$ cat src/rtl/apb_slave_regfile.sv
// -----------------------------------------------------------------------------
// apb_slave_regfile
//   Zero-wait-state APB slave with a small register file:
//     0..11  read/write storage
//     12     ID      (read-only, returns ID_VALUE)
//     13     WCNT    (read-only, counts committed writes to 0..11, wraps)
//     14     STATUS  (write-1-to-clear; bit0 PROTO_ERR, bit1 LAST_ERR)
//     15     unmapped (every access is an error, reads return 0)
//
// Ports
//   pclk     in   clock, all state on the rising edge
//   presetn  in   asynchronous active-low reset
//   psel     in   slave select
//   penable  in   access phase
//   pwrite   in   1 = write, 0 = read
//   paddr    in   register address   [AWIDTH-1:0]
//   pwdata   in   write data         [DWIDTH-1:0]
//   prdata   out  registered read data [DWIDTH-1:0]
//   pready   out  transfer complete (combinational)
//   pslverr  out  transfer error, only while pready = 1
// -----------------------------------------------------------------------------
module apb_slave_regfile #(
  parameter int                AWIDTH   = 4,
  parameter int                DWIDTH   = 8,
  parameter logic [DWIDTH-1:0] ID_VALUE = 8'hA5
) (
  input  logic              pclk,
  input  logic              presetn,
  input  logic              psel,
  input  logic              penable,
  input  logic              pwrite,
  input  logic [AWIDTH-1:0] paddr,
  input  logic [DWIDTH-1:0] pwdata,
  output logic [DWIDTH-1:0] prdata,
  output logic              pready,
  output logic              pslverr
);

  typedef enum logic [1:0] {
    IDLE   = 2'd0,
    SETUP  = 2'd1,
    ACCESS = 2'd2
  } state_t;

  localparam logic [AWIDTH-1:0] ADDR_ID     = AWIDTH'(12);
  localparam logic [AWIDTH-1:0] ADDR_WCNT   = AWIDTH'(13);
  localparam logic [AWIDTH-1:0] ADDR_STATUS = AWIDTH'(14);
  localparam logic [AWIDTH-1:0] ADDR_UNMAP  = AWIDTH'(15);

  state_t            state_q;
  logic [DWIDTH-1:0] regs_q [0:11];
  logic [DWIDTH-1:0] wcnt_q;
  logic              proto_err_q;
  logic              last_err_q;
  logic              err_q;
  logic [DWIDTH-1:0] prdata_q;

  logic              setup_entry;
  logic              proto_err_d;
  logic              commit;
  logic              err_d;
  logic [DWIDTH-1:0] rdata_d;
  logic [DWIDTH-1:0] status_rd;

  always_comb begin
    setup_entry = psel & ~penable;
    pready      = psel & penable & (state_q == SETUP);
    pslverr     = pready & err_q;
    // psel+penable without a preceding setup cycle
    proto_err_d = psel & penable & (state_q != SETUP);
    commit      = pready & pwrite & ~err_q;

    err_d = (paddr == ADDR_UNMAP) |
            (pwrite & ((paddr == ADDR_ID) | (paddr == ADDR_WCNT)));

    status_rd = {{(DWIDTH-2){1'b0}}, last_err_q, proto_err_q};

    rdata_d = '0;
    if (paddr < ADDR_ID)            rdata_d = regs_q[paddr];
    else if (paddr == ADDR_ID)      rdata_d = ID_VALUE;
    else if (paddr == ADDR_WCNT)    rdata_d = wcnt_q;
    else if (paddr == ADDR_STATUS)  rdata_d = status_rd;
  end

  always_ff @(posedge pclk or negedge presetn) begin
    if (!presetn) begin
      state_q     <= IDLE;
      for (int i = 0; i < 12; i++) regs_q[i] <= '0;
      wcnt_q      <= '0;
      proto_err_q <= 1'b0;
      last_err_q  <= 1'b0;
      err_q       <= 1'b0;
      prdata_q    <= '0;
    end else begin
      // A protocol-error cycle and a psel drop both fall through to IDLE.
      if (setup_entry)                           state_q <= SETUP;
      else if (psel && penable && state_q == SETUP) state_q <= ACCESS;
      else                                       state_q <= IDLE;

      // Decode is captured once, at setup entry, and held for the access.
      if (setup_entry) begin
        err_q <= err_d;
        if (!pwrite) prdata_q <= rdata_d;
      end

      if (commit && paddr < ADDR_ID) begin
        regs_q[paddr] <= pwdata;
        wcnt_q        <= wcnt_q + DWIDTH'(1);
      end

      // Set has priority over a coincident write-1-to-clear.
      proto_err_q <= proto_err_d |
                     (proto_err_q & ~(commit & (paddr == ADDR_STATUS) & pwdata[0]));

      // A completed transfer overwrites LAST_ERR with its own error status;
      // a clearing write to STATUS is itself error-free, so it lands as 0.
      if (pready) last_err_q <= err_q;
    end
  end

  assign prdata = prdata_q;

endmodule

$ cat config.mk
export PLATFORM = sky130hd
export DESIGN_NAME = apb_slave_regfile
export DESIGN_NICKNAME = d
export VERILOG_FILES = /design/src/rtl/apb_slave_regfile.sv
export SDC_FILE = /design/constraint.sdc
export NUM_CORES = 1
export LEC_CHECK = 0
export ABC_AREA = 1
export CAP_MARGIN = 20
export CORE_UTILIZATION = 57
export DETAILED_ROUTE_END_ITERATION = 8
export PLACE_DENSITY = 0.76
export SYNTH_ARGS = -nofsm -noshare
export SYNTH_HDL_FRONTEND = slang
export SYNTH_SLANG_ARGS = --single-unit
$ cat constraint.sdc
create_clock -name pclk -period 3.3 [get_ports pclk]
set_input_delay 0.66 -clock pclk [delete_from_list [all_inputs] [get_ports pclk]]
set_output_delay 0.66 -clock pclk [all_outputs]
set_load 0.03 [all_outputs]
==> impl_metrics.ini <==
[route]
vias = 5204
detail_route.iter0.violations = 395
final_antenna_net_count = 0
drt_pre_antenna_iters = 7
remaining_drc_errors = 0
vias_per_cell = 5.17
wire_length_per_cell_um = 15.3
wl_mm = 15.4

[logic_synthesis]
yosys.cell_count.top_type = nand2_1
avgSynthCellArea_um2 = 7.49
ys.flop_type = dfrtp_1
yosysSeqAreaShare_pct = 46.8
ys_warn_count = 0
synth.cell_area_um2 = 6260
synth_cells = 836
postSynthNetCount = 854
synth-async-reset-ratio_pct = 100
synth.largest_area_cell = dfrtp_1
synth_cell_type_count = 34
synth_enable_flop_cells = 0
yosysTopAreaCellShare_pct = 46.8
synth-seq-cells = 117
synth_area_leaders = dfrtp_1 (47%), nand2_1 (20%), inv_1 (9.8%)
netlist_top_cells_count = nand2_1 (329), inv_1 (164), dfrtp_1 (117)

[floorplanning]
horizontal_extent_of_the_die_um = 107
placement_rows = 37
die_area_um2 = 11400
die_height_um = 107
start_util_pct = 59.6
floorplan.core_area_um2 = 10500
ios = 27

[critical_path]
setup.worst_path.class = input port to output pin
critical-path-top-delay-family = buffers and inverters
worstPathMaxFanout = 4
cp.arrival_ns = 1.95
cp_slowest_stage_delay_ns = 0.48
critical_path.startpoint_type = input port
critical_path.cell_chain = clkdlybuf4s50_1, nand2_1, nor3_2, inv_1, nor2_1, buf_4
critical_path_required_ns = 2.64
cpMaxStageDelayCell = clkdlybuf4s50_1
crit_buf_inv = 3
critPathCaptureType = output pin

[timing]
report.final.slew_viol_count = 0
finalWorstPathRequiredPeriod_ns = 2.61
ratio_of_final_minimum_period_to_clock_period_pct = 79.2
relative_max_transition_margin_pct = 35.7
final_hold_viol_count = 0
rsz0062_at_grt = false
tightest_pin_transition_ns = 0.964
setup-violations-final = 0
setup_total_negative_slack_ns = 0
timing.final.ws_setup_ns = 0.686
clock.fmax_mhz = 383
skew_ns = 0.00981

[cells_and_area]
flow.area_growth_from_synthesis_pct = 12.9
antenna_fix_cells = 0
final-instance-count-excl-fill = 1007
drive_above_1_share_pct = 8.61
layout.nets = 877

[placement]
post-place-cells = 976
buffer_ports.inserted = 26
preCtsSetupSlack_ns = 0.533
hpwl_mm = 9.66
gp_routability_congestion = 0.837

[clock_tree]
clock_insertion_delay_worst_skew_ns = 0.53
numCtsBuffers = 17
cts_tree = built
clockBufferDepth = 2
clock_tree.htree_level_count = 4
clkTransAtPathRegs_ns = 0.05
number_of_gates_given_a_new_drive_strength_after_cts = 0
clock_tree.root_cell = clkbuf_8
cts_num_sinks = 117
hold_buffers = 0
post_cts_buffers = 0

[global_route]
grt_util_all_layers_pct = 29.7
grt_antenna_before_repair = 0
grt_pass1_vias = 5276
grt_overflow_total = 0
grt_pass1_wl_mm = 25.6
pin_count_of_the_biggest_net_entering_global_routing = 76

[job]
maxCapViolCount = 0

[power]
cellLeakagePower_nw = 3.69
peakVddDrop_v = 0.000336
pwr_density_cell_nw_per_um2 = 533

[run_status]
status = complete, no violations

[hold_path]
min_path_type = input port to asynchronous set/reset pin
-- registers in the layout, indices dropped and copies added (netlist names) --
| register | cells |
|---|---|
| err_q | 1 |
| state_q | 2 |
| prdata | 8 |
| last_err_q | 1 |
| wcnt_q | 8 |
| proto_err_q | 1 |
| regs_q | 96 |
-- where the power goes --
part	total (mW)	internal (mW)	switching, mW
clock	1.73	1.11	0.614
combinational	0.467	0.161	0.305
sequential	1.58	1.52	0.0542
total	3.77	2.80	0.973
-- final timing paths --
kind	from	end	slack [ns]	cells past startpoint
setup / recovery	penable	pslverr	0.69	6
hold / removal	presetn	regs_q[25]$_DFFE_PN0P_	0.28	1
setup reg to reg	state_q[1]$_DFF_PN0_	regs_q[42]$_DFFE_PN0P_	1.28	5
hold reg to reg	regs_q[23]$_DFFE_PN0P_	regs_q[23]$_DFFE_PN0P_	0.48	2
max in group asynchronous	presetn	wcnt_q[3]$_DFFE_PN0P_	2.28	2
min in group pclk	regs_q[23]$_DFFE_PN0P_	regs_q[23]$_DFFE_PN0P_	0.48	2
-- through the flow --
| step | total power, mW | util (%) | area [um^2] | hold WS, ns |
|---|---|---|---|---|
| floorplan | 1.89 | - | 6260 | 0.364 |
| global placement | 2.04 | 62.0 | 6520 | 0.464 |
| detailed placement | 2.06 | 62.0 | 6520 | 0.468 |
| CTS | 3.79 | 67.3 | 7070 | 0.309 |
| global route | 3.93 | 67.3 | 7070 | 0.350 |
| finish | 3.77 | 67.3 | 7070 | 0.279 |
-- cell usage in the layout, fill, tap and decap left out, drive strengths merged --
cell,n
o22ai,1
or2,6
nand4,10
nor2,28
nor4,1
buf,13
clkdlybuf4s50,22
o2111ai,1
nand3,11
inv,166
ha,1
o211ai,4
clkinv,2
nor3,4
xor2,6
o21ai,116
bufinv,1
dfrtp,117
a21oi,3
clkbuf,28
nand2,330
-- cell type report --
class | count | area [um^2]
fill | 863 | 3440
sequential | 117 | 2930
multi-input combinational | 522 | 2460
inverter | 166 | 631
clock buffer | 28 | 515
timing repair buffer | 35 | 328
tap | 136 | 170
clock inverter | 3 | 40.0
-- per-layer routing --
layer	track usage [%]	up-vias	part of all wire, %
met4	15.6	0	3.4
met3	7.84	43	6.2
met1	36.3	2437	42
met2	48.3	168	48
met5	0	-	0
li1	-	2556	-
-- kinds of logic (layout without fill, tap and decap cells) --
kind of cell	count (synthesis)	after routing	share of synthesized area, %
simple gates	390	390	27.5
compound gates	125	125	10.7
flops	117	117	46.8
xor+xnor	6	6	0.839
buf+inv	197	232	13.9
fa+ha+maj	1	1	0.200
(Power assumes the default switching activity.)
